### config.mk
export PLATFORM = sky130hd
export DESIGN_NAME = ps2_key_encoder
export DESIGN_NICKNAME = d
export VERILOG_FILES = /design/src/rtl/ps2_key_encoder_pkg.sv /design/src/rtl/ps2_key_encoder_gap_timer.sv /design/src/rtl/ps2_key_encoder.sv
export SDC_FILE = /design/constraint.sdc
export NUM_CORES = 1
export LEC_CHECK = 0
export BUFFER_PORTS_ARGS = -buffer_cell sky130_fd_sc_hd__buf_2
export CAP_MARGIN = 5
export CORE_ASPECT_RATIO = 0.9
export CORE_MARGIN = 2
export CORE_UTILIZATION = 64
export DETAILED_ROUTE_END_ITERATION = 8
export PLACE_DENSITY = 0.85
export SETUP_SLACK_MARGIN = 0.4
export SKIP_LAST_GASP = 1
export SLEW_MARGIN = 20
export SYNTH_ARGS = -nofsm -noshare
export SYNTH_HDL_FRONTEND = slang
export SYNTH_HIERARCHICAL = 1
export SYNTH_SLANG_ARGS = --single-unit
### constraint.sdc
create_clock -name clk_sys -period 4.2 [get_ports clk_sys]
set_input_delay 0.21 -clock clk_sys [delete_from_list [all_inputs] [get_ports clk_sys]]
set_output_delay 0.21 -clock clk_sys [all_outputs]
set_load 0.01 [all_outputs]
### src/rtl/ps2_key_encoder_pkg.sv
// Shared types and tables for the PS/2 key encoder: FSM state enum,
// the 16-entry scan-code table and the per-index extended-key flags.
package ps2_key_encoder_pkg;

  typedef enum logic {
    SCAN = 1'b0,
    GAP  = 1'b1
  } state_t;

  // Scan codes by button index; element 0 is the rightmost entry.
  localparam logic [15:0][7:0] SCAN_CODE = {
    8'h23, 8'h2B, 8'h2D, 8'h3D, 8'h36, 8'h1E, 8'h2E, 8'h16,
    8'h12, 8'h14, 8'h11, 8'h29, 8'h75, 8'h72, 8'h6B, 8'h74
  };

  // Extended (E0-prefixed) keys: the four cursor keys at indices 0-3.
  localparam logic [15:0] EXT_FLAG = 16'h000F;

endpackage

### src/rtl/ps2_key_encoder_gap_timer.sv
// Down-counter that spaces successive key events: loaded when an event is
// emitted, decremented while the encoder waits, and reports zero.
module ps2_key_encoder_gap_timer #(
  parameter int CNT_W = 16
) (
  input  logic             clk_sys,
  input  logic             reset,
  input  logic             i_load,
  input  logic [CNT_W-1:0] i_load_val,
  input  logic             i_dec,
  output logic             o_zero
);

  logic [CNT_W-1:0] r_cnt;

  // Load takes priority over decrement; the count parks at zero.
  always_ff @(posedge clk_sys) begin
    if (reset) begin
      r_cnt <= '0;
    end else if (i_load) begin
      r_cnt <= i_load_val;
    end else if (i_dec && (r_cnt != '0)) begin
      r_cnt <= r_cnt - 1'b1;
    end
  end

  assign o_zero = (r_cnt == '0);

endmodule

### src/rtl/ps2_key_encoder.sv
// PS/2 key encoder: scans a 16-button bitmap round-robin and emits one
// ps2_key event (toggle/pressed/extended/code) per changed button, with at
// least GAP_CYCLES clocks between events.
// Optional feature macro: PS2_KEY_ENCODER_EXTENDED_EN drives ps2_key[8]
// from the extended-flag table; otherwise ps2_key[8] stays 0.
module ps2_key_encoder
  import ps2_key_encoder_pkg::*;
#(
  parameter int GAP_CYCLES = 1024
) (
  input  logic        clk_sys,
  input  logic        reset,
  input  logic [15:0] btn,
  input  logic        enable,
  output logic [10:0] ps2_key,
  output logic        busy,
  output logic        pending
);

  localparam logic [15:0] GAP_LOAD = 16'(GAP_CYCLES - 1);

  state_t      r_state;
  state_t      w_state_nxt;
  logic [15:0] r_rpt;
  logic [3:0]  r_idx;
  logic [10:0] r_key;
  logic        w_btn_bit;
  logic        w_event;
  logic        w_ext;
  logic        w_gap_zero;

  assign w_btn_bit = btn[r_idx];
  assign w_event   = (r_state == SCAN) && enable && (w_btn_bit != r_rpt[r_idx]);

`ifdef PS2_KEY_ENCODER_EXTENDED_EN
  assign w_ext = EXT_FLAG[r_idx];
`else
  assign w_ext = 1'b0;
`endif

  ps2_key_encoder_gap_timer #(
    .CNT_W(16)
  ) u_gap_timer (
    .clk_sys   (clk_sys),
    .reset     (reset),
    .i_load    (w_event),
    .i_load_val(GAP_LOAD),
    .i_dec     (r_state == GAP),
    .o_zero    (w_gap_zero)
  );

  // State register.
  always_ff @(posedge clk_sys) begin
    if (reset) begin
      r_state <= SCAN;
    end else begin
      r_state <= w_state_nxt;
    end
  end

  // Next state: leave SCAN on an event, leave GAP once the timer reads zero.
  always_comb begin
    w_state_nxt = r_state;
    case (r_state)
      SCAN:    if (w_event)    w_state_nxt = GAP;
      GAP:     if (w_gap_zero) w_state_nxt = SCAN;
      default: w_state_nxt = SCAN;
    endcase
  end

  // Reported state, scan index and event output. With enable low the
  // reported state tracks btn so that re-enabling raises no stale events.
  always_ff @(posedge clk_sys) begin
    if (reset) begin
      r_rpt <= '0;
      r_idx <= '0;
      r_key <= '0;
    end else begin
      if (!enable) begin
        r_rpt <= btn;
      end else if (w_event) begin
        r_rpt[r_idx] <= w_btn_bit;
        r_key        <= {~r_key[10], w_btn_bit, w_ext, SCAN_CODE[r_idx]};
      end
      if (enable && (r_state == SCAN)) begin
        r_idx <= r_idx + 1'b1;
      end
    end
  end

  assign ps2_key = r_key;
  assign busy    = (r_state == GAP);
  assign pending = |(btn ^ r_rpt);

endmodule
== After elaboration in Yosys (flattened, before gate mapping) ==
Memory sizes are Yosys's and may differ from the RTL's. A register that Yosys moved wholly into a read port is not among the register bits.
Cells that the tools add are included.

* Flip-flop bits (word level): 47
* Memory bits (read-only): 128
* Input bits: 19
* Output and inout bits: 13
* Word-level logic and storage cells: 41
* Memories: 1

* $add $sub $neg: 2
* $lt $le $gt $ge: 2
* Eq/ne operators: 2
* Mux-type cells: 15
* Bitwise logic cells: 3
* Reductions and logical operators: 10

{| class="wikitable"
|+ Memories
! memory !! words !! width !! read ports !! clocked after Yosys merged registers in !! wr ports !! RTL line !! RTL
|-
| (no name shown) || 16 || 8 || 1 || 1 || 0 || ps2_key_encoder.sv:83 || <nowiki>r_key <= {~r_key[10], w_btn_bit, w_ext, SCAN_CODE[r_idx]};</nowiki>
|}

{| class="wikitable"
|+ Operators by type and width
! cell !! number
|-
| $mux 16 || 2
|-
| $mux 10 || 2
|-
| $bwmux 16 || 1
|-
| $logic_not 16->1 || 1
|-
| $reduce_bool 16->1 || 1
|-
| $reduce_or 16->1 || 1
|-
| $sub 16x1->16 const B || 1
|-
| $xor 16x16->16 || 1
|-
| $bmux 1 s4 || 2
|-
| $mux 8 || 1
|-
| $lt 4x5->1 const B || 1
|-
| $mux 1 || 5
|-
| $add 4x1->4 const B || 1
|-
| $demux 1 s4 || 1
|-
| $ge 4x1->1 const B || 1
|-
| $logic_and 1x1->1 || 4
|-
| $ne 2x1->1 const B || 1
|-
| $not 1->1 || 2
|-
| $pmux 1 s2 || 1
|-
| $reduce_and 2->1 || 1
|-
| $reduce_bool 2->1 || 1
|-
| $reduce_or 2->1 || 1
|-
| $ne 1x1->1 || 1
|}

== Depth between registers and ports, before layout ==
Gate-level depths: netlist of run 1.

* Depth after elaboration: 7
* Depth in mapped cells: 11
* Depth with buffers taken out: 8

== By module ==
Netlist of run 1, hierarchy kept.

{| class="wikitable"
|+ By module, submodules not included
! module !! times used !! cells each !! area each (um2)
|-
| ps2_key_encoder || 1 || 259 || 2107.0
|-
| ps2_key_encoder_gap_timer || 1 || 114 || 944.7
|}

== Least setup slack after synthesis of run 1 ==
Ideal clock, no wire load.

* Path type: reg-to-reg
* Start: reg r_idx[0]
* End: reg u_gap_timer.r_cnt[10]
* Library setup time: 0.086 ns
* Data arrival time: 2.717 ns
* Data required time: 4.114 ns
* Slack: 1.398 ns
* Stages on the path, launching flop included: 10
* Buffers on the path: 2
* Period minus slack after synthesis: 2.802 ns
* Cells stage by stage: dfxtp_1 buf_6 mux4_2 a22o_1 a21oi_4 xnor2_2 nor2_1 clkinv_1 clkbuf_1 a211oi_1

* Longest elaborated chain between the ends: 5
* Elaborated cells on any way between the ends: 7
* Classes of those cells: eq/ne (1); mux (4); reduce/logical (2)

{| class="wikitable"
|+ RTL lines
! element !! RTL line !! RTL
|-
| start, declared || ps2_key_encoder.sv:25 || <nowiki>logic [3:0] r_idx;</nowiki>
|-
| start signal, assigned || ps2_key_encoder.sv:86 || <nowiki>r_idx <= r_idx + 1'b1;</nowiki>
|-
| $bmux 1 s4, on equally long branches || ps2_key_encoder.sv:32, ps2_key_encoder.sv:33 ||
|-
| $mux 1, on equally long branches || ps2_key_encoder.sv:32, ps2_key_encoder.sv:33 ||
|-
| $ne 1x1->1 * || ps2_key_encoder.sv:33 || <nowiki>assign w_event = (r_state == SCAN) && enable && (w_btn_bit != r_rpt[r_idx]);</nowiki>
|-
| $logic_and 1x1->1 * || ps2_key_encoder.sv:33 ||
|-
| via w_event || ps2_key_encoder.sv:28 || <nowiki>logic w_event;</nowiki>
|-
| $reduce_or 2->1 (no source line) * || - ||
|-
| end signal, assigned || ps2_key_encoder_gap_timer.sv:21 || <nowiki>r_cnt <= i_load_val;</nowiki>
|-
| end signal, assigned || ps2_key_encoder_gap_timer.sv:23 || <nowiki>r_cnt <= r_cnt - 1'b1;</nowiki>
|-
| end, declared || ps2_key_encoder_gap_timer.sv:14 || <nowiki>logic [CNT_W-1:0] r_cnt;</nowiki>
|}

Mark *: on every way through the listed nets, which the timed path passes. The rest lies on a longest branch. The select of a mux whose other input is x is not followed.
A chain may end at the register's enable or synchronous reset.

== Worst setup path in the final report of run 1 ==
* Start: reg r_idx[2]
* End: reg u_gap_timer.r_cnt[14]

The elaborated chain is that of the path after synthesis.

==> results of run 1 <==
-- synthesized netlist by cell type, types with 4 or more instances --
cell type and instances:
nor3_1 7, nor3b_1 4, nand3_1 8, o21ai_0 21, dfxtp_1 46, and3_1 5, a21oi_1 30, clkbuf_1 11
a31oi_1 4, xor2_1 18, nand2_1 33, nand2b_1 6, nor2b_1 12, mux4_2 4, mux2i_1 14, o221ai_1 6
a211oi_1 12, nor4_1 10, o32ai_1 6, xnor2_1 10, inv_1 5, nor2_1 33, buf_1 4, ha_1 5
-- layout by cell type (no fill, tap or decap), drive strengths merged, types with 10 or more instances in the layout --
cell type   n
nor2       33
nand2      33
a21oi      32
dfxtp      46
buf        31
a211oi     12
xnor2      11
mux2i      14
nor4       10
o21ai      23
nor2b      12
conb       18
xor2       18
-- flip-flops by register name (all words and copies together), names as in the netlist --
register           flops
r_idx                  4
u_gap_timer/r_cnt     16
ps2_key                9
busy                   1
r_rpt                 16
-- final cells by class --
| class | count | area, um^2 |
|---|---|---|
| Fill cell | 386 | 1190 |
| Sequential cell | 46 | 921 |
| Clock buffer | 6 | 72.6 |
| Tap cell | 62 | 77.6 |
| Inverter | 7 | 30.0 |
| Clock inverter | 2 | 37.5 |
| Timing Repair Buffer | 31 | 160 |
| Multi-Input combinational cell | 312 | 2030 |
-- where the power goes --
part,internal [mW],switching [mW],total [mW]
combinational,0.310,0.441,0.752
clock,0.178,0.156,0.334
sequential,0.536,0.116,0.652
total,1.02,0.713,1.74
-- per-layer routing --
metal | share of wire (%) | track usage [%] | up-vias | wire, um
met5 | 0 | 0 | - | 0
li1 | - | - | 1416 | -
met2 | 41 | 40.1 | 181 | 3240
met3 | 11 | 8.33 | 26 | 884
met4 | 2.9 | 11.9 | 0 | 230
met1 | 45 | 45.3 | 1344 | 3620
-- worst max path at each step --
stage                                       end  slack [ns]  depth (start not counted)
after floorplan           u_gap_timer/r_cnt[10]        1.40                          9
after global placement    u_gap_timer/r_cnt[14]        0.74                          8
after detailed placement  u_gap_timer/r_cnt[14]        0.61                          8
after CTS                 u_gap_timer/r_cnt[14]        0.59                          8
after global routing       u_gap_timer/r_cnt[3]        0.39                          7
final                     u_gap_timer/r_cnt[14]        0.62                          8
-- logic make-up (layout without fill, tap and decap cells) --
group                    after synthesis  after routing  synth area share (%)
AND/OR/NAND/NOR                      140            140                  23.8
adder cells (fa/ha/maj)                5              5                  2.05
XOR/XNOR                              29             29                  8.57
AO/OA/AOI/OAI                        102            102                  22.4
flip-flops                            46             46                  30.2
other                                  2             18                 0.246
multiplexers                          18             18                  7.54
buffers and inverters                 31             46                  5.21
-- worst max-delay path, delay by kind of cell, from the launching register on --
kind	cells	cell delay, ns
AOI/OAI and AO/OA	4	0.85
and+or+nand+nor	2	0.97
buffers and inverters	1	0.66
DFF	1	0.79
xor gates and xnor gates	1	0.17
-- repair_timing --
action                     4_1_cts  5_1_grt
hold buffers                     0        0
setup endpoints to repair        0       14
hold endpoints to repair         0        0
resized for setup                0        1
-- per-stage QoR --
stage          power, mW  worst slack [ns]  cells  hold WS (ns)
2_1_floorplan       1.21              1.40    389         0.349
3_3_place_gp        1.36             0.739    458         0.462
3_5_place_dp        1.38             0.610    458         0.469
4_1_cts             1.72             0.595    466         0.178
5_1_grt             1.84             0.390    466         0.185
6_report            1.74             0.618    466         0.176
==> results.yml, run 1 <==
sta:
  fmaxAchievable_ghz: 0.279
  fin_tns_setup_ns: 0
  period_share_pct: 85.3
  setup_violations: 0
  period_needed_ns: 3.58
  worst_slew_pin_slew_ns: 1.01
  finalHoldViolCount: 0
  slew_viol_final: 0
  rsz0062_at_grt: "false"
  slew_headroom_pct: 32.6
  worst_clock_skew_ns: 0.00741
clocking:
  cts_buffers: 5
  cts_tree: "built"
  cts_num_sinks: 46
  root_buffer: "clkbuf_8"
  htreeDepth: 2
  postCtsSetupBuffers: 0
  clk_pin_slew_worst_paths_ns: 0.09
  clockBufferDepth: 2
  clkLatencyLatePin_ns: 0.31
run_status:
  outcome: "finished clean"
logic_synthesis:
  synth_top_cell_by_area: "dfxtp_1"
  seq_area_frac_synth_pct: 30.2
  synth_flop_cell: "dfxtp_1"
  syn_area_per_cell_um2: 8.18
  synth_cells: 373
  synth_enable_flop_cells: 0
  synth_area_leaders: "dfxtp_1, xor2_1, a21oi_1"
  ys_types: 56
  yosys_warnings: 14
  yosysTopAreaCellShare_pct: 30.2
  mappedNetlistArea_mm2: 0.00305
  ys_ff_latch: 46
  async_flop_share_pct: 0
place:
  finalWeightedCongestion: 0.953
  placed_cell_area_mm2: 0.00322
  port_buffers: 29
  dp_hpwl_um: 5550
finish:
  n_antenna_cell: 0
  drive_gt1_share_pct: 13.6
  final_util_pct: 73.7
  final_nets: 427
  fin_area_mm2: 0.00333
  area_growth_pct: 9.14
die:
  initial_utilization_pct: 67.5
  io-pin-count: 32
  core_area_mm2: 0.00452
  die_w_um: 76.8
  row_count: 23
  die_h_um: 69.5
  dieArea_mm2: 0.00534
worst_setup_path:
  crit_path_max_incr_delay_ns: 0.79
  crit_path_end_kind: "register"
  crit_chain: "nand2b_1 > o221ai_1 > a21oi_4 > xnor2_2 > nor2_1 > clkinvlp_4 > o21bai_1 > a21oi_1"
  ff2ff_path_depth: 8
  r2r_slack_ns: 0.62
  startpoint_type: "register"
  path_class: "register to register"
  r2r_end: "u_gap_timer/r_cnt[14]"
  arrival_ns: 3.76
  crit_start: "r_idx[2]"
  slowest_stage: "dfxtp_1"
  cp.required_ns: 4.38
  regToRegStartpoint: "r_idx[2]"
  cp_max_fo: 27
route:
  drtAntennaViolNets: 0
  via_per_inst: 6.37
  wl_per_cell_um: 17.1
  drc_errors: 0
  firstDrtPassIters: 7
  drt-initial-drc-count: 307
  routed_wl_um: 7970
  via_count: 2967
power_and_ir_drop:
  p_per_area_mw_per_mm2: 522
  leakage_nw: 1.28
  irDropWorstVdd_v: 0.000434
hold_path:
  worst_hold_path.endpoint: "r_rpt[4]"
  hp-class: "primary input to register"
  hp-start: "btn[4]"
  holdPathStages: 2
global_routing:
  grt_max_degree: 50
  antenna_found_initial: 0
  grt_pass1_vias: 2573
  grt_usage_pct: 30.1
  grt_overflow_total: 0
  grt_pass1_wl_um: 12900
run:
  cap_viol_max_count: 0
(Power assumes the default switching activity.)
==> run 2, diff against run 1 <==
- BUFFER_PORTS_ARGS: -buffer_cell sky130_fd_sc_hd__buf_2 -> -buffer_cell sky130_fd_sc_hd__clkbuf_2
==> run 2 against run 1 <==
Compared with the run above: combinational power increased by 2%; critical path type unchanged; setup slack improved by 0.35 ns; critical endpoint is now u_gap_timer/r_cnt[12]; clock power decreased by 14%; maximum frequency increased by 11%; largest power group unchanged; highest routed layer unchanged.
==> results.yml, run 2 (synthesis gave the netlist of run 1 again) <==
hold_path:
  worst_hold_path.endpoint: "r_rpt[4]"
  holdPathStages: 2
  hp-start: "btn[4]"
  hp-class: "primary input to register"
place:
  port_buffers: 29
  finalWeightedCongestion: 0.934
  dp_cells: 459
  dp_hpwl_um: 5800
  place_ws_ns: 0.600
clocking:
  clockBufferDepth: 2
  postCtsHoldBufs: 0
  post_cts_resized: 0
  htreeDepth: 2
  cts_tree: "built"
  root_buffer: "clkbuf_8"
  clk_pin_slew_worst_paths_ns: 0.08
  cts_buffers: 5
  cts_num_sinks: 46
  postCtsSetupBuffers: 0
  clkLatencyLatePin_ns: 0.31
global_routing:
  grt_pass1_vias: 2763
  antenna_found_initial: 0
  grt_usage_pct: 31.5
  grt_overflow_total: 0
  grt_max_degree: 50
  grt_pass1_wl_um: 13600
sta:
  setup_violations: 0
  slew_headroom_pct: 28.3
  rsz0062_at_grt: "false"
  worst_slew_pin_slew_ns: 1.07
  slew_viol_final: 0
  period_share_pct: 77.0
  fin_tns_setup_ns: 0
  finalHoldViolCount: 0
  worst_clock_skew_ns: 0.0122
  layout_setup_ws_ns: 0.968
  whs_ns: 0.188
  period_needed_ns: 3.23
  fmaxAchievable_ghz: 0.309
finish:
  seqCellArea_um2: 921
  stdcell_count: 468
  drive_gt1_share_pct: 14.3
  n_antenna_cell: 0
  final_common_cell: "dfxtp_1"
  final_cell_mix: "dfxtp_1, nand2_1, nor2_1"
  area_growth_pct: 9.10
  final_nets: 429
  fillers: 357
  multiInputGateArea_mm2: 0.00203
  final_util_pct: 73.7
worst_setup_path:
  crit_chain: "nand2_1 > o221ai_1 > a21oi_4 > xnor2_2 > nor2_2 > clkinvlp_4 > a311oi_1"
  cp.required_ns: 4.40
  r2r_end: "u_gap_timer/r_cnt[12]"
  slowest_stage: "dfxtp_1"
  path_class: "register to register"
  crit_path_max_incr_delay_ns: 0.79
  crit_buf_inv: 1
  regToRegStartpoint: "r_idx[2]"
  startpoint_type: "register"
  r2r_slack_ns: 0.97
  cp_max_fo: 22
  crit_path_end_kind: "register"
  ff2ff_path_depth: 7
  arrival_ns: 3.43
  crit_family: "compound AO/OA/AOI/OAI gates"
power_and_ir_drop:
  p_per_area_mw_per_mm2: 512
  switchingPower_mw: 0.725
  pwr-share-clk_pct: 16.8
  irDropWorstVdd_v: 0.000344
  p_int_mw: 0.981
  p_sw_share_pct: 42.5
  pwr-share-seq_pct: 38.4
  combPwrFrac_pct: 44.8
  leakage_nw: 1.28
die:
  io-pin-count: 32
  core_area_mm2: 0.00452
  row_count: 23
  die_h_um: 69.5
  die_w_um: 76.8
  initial_utilization_pct: 67.5
  dieArea_mm2: 0.00534
route:
  via_count: 3071
  drt-initial-drc-count: 416
  firstDrtPassIters: 5
  routed_wl_um: 8260
  drtAntennaViolNets: 0
  drc_errors: 0
  wl_per_cell_um: 17.6
  via_per_inst: 6.56
run:
  cap_viol_max_count: 0
run_status:
  outcome: "finished clean"
run 2: cell count changes in the layout (fill, tap and decap cells not counted), sizes merged:
cell and delta:
clkbuf +30, buf -28, clkinv +1, bufinv -1
run 2: per-stage QoR:
step / power [mW] / cell area, um^2
after global placement: 1.36 / 3220
after floorplan: 1.21 / 3110
after detailed placement: 1.39 / 3220
after CTS: 1.67 / 3320
final: 1.71 / 3330
after global routing: 1.80 / 3330
run 2: worst reg2reg max path, delay by kind of cell, from the launching register on:
kind                      cells  cell delay [ns]
AOI/OAI and AO/OA             3             0.86
and+or+nand+nor               2             0.82
DFF                           1             0.79
buffers and inverters         1             0.46
xor gates and xnor gates      1             0.18
run 2: power groups by stage:
stage	clock, mW	sequential, mW	combinational (mW)
finish	0.286	0.655	0.764
global route	0.300	0.671	0.830
CTS	0.284	0.652	0.733
detailed placement	0	0.661	0.725
global placement	0	0.656	0.702
floorplan	0	0.633	0.581
run 2: how the worst max path moves through the flow:
stage               cells after the start  slack, ns     start                     to
global placement                        8       0.76  r_idx[2]  u_gap_timer/r_cnt[14]
finish                                  7       0.97  r_idx[2]  u_gap_timer/r_cnt[12]
floorplan                               9       1.40  r_idx[0]  u_gap_timer/r_cnt[10]
CTS                                     8       0.48  r_idx[0]  u_gap_timer/r_cnt[14]
detailed placement                      8       0.60  r_idx[0]  u_gap_timer/r_cnt[14]
global route                            8       0.75  r_idx[2]  u_gap_timer/r_cnt[13]
run 2: metal layers:
metal | part of all wire [%] | GRT usage (%)
met5 | 0 | 0
met4 | 3.0 | 13.3
met3 | 12 | 7.16
met2 | 43 | 44.4
met1 | 42 | 45.9
run 2: layout make-up:
cell class                 count  share of cell area, %
clock buffer                   7                   2.59
clock inverter                 1                  0.150
inverter                       7                  0.902
multi-input combinational    312                   61.1
sequential                    46                   27.7
tap                           62                   2.33
timing repair buffer          32                   5.04
timing repair inverter         1                  0.225
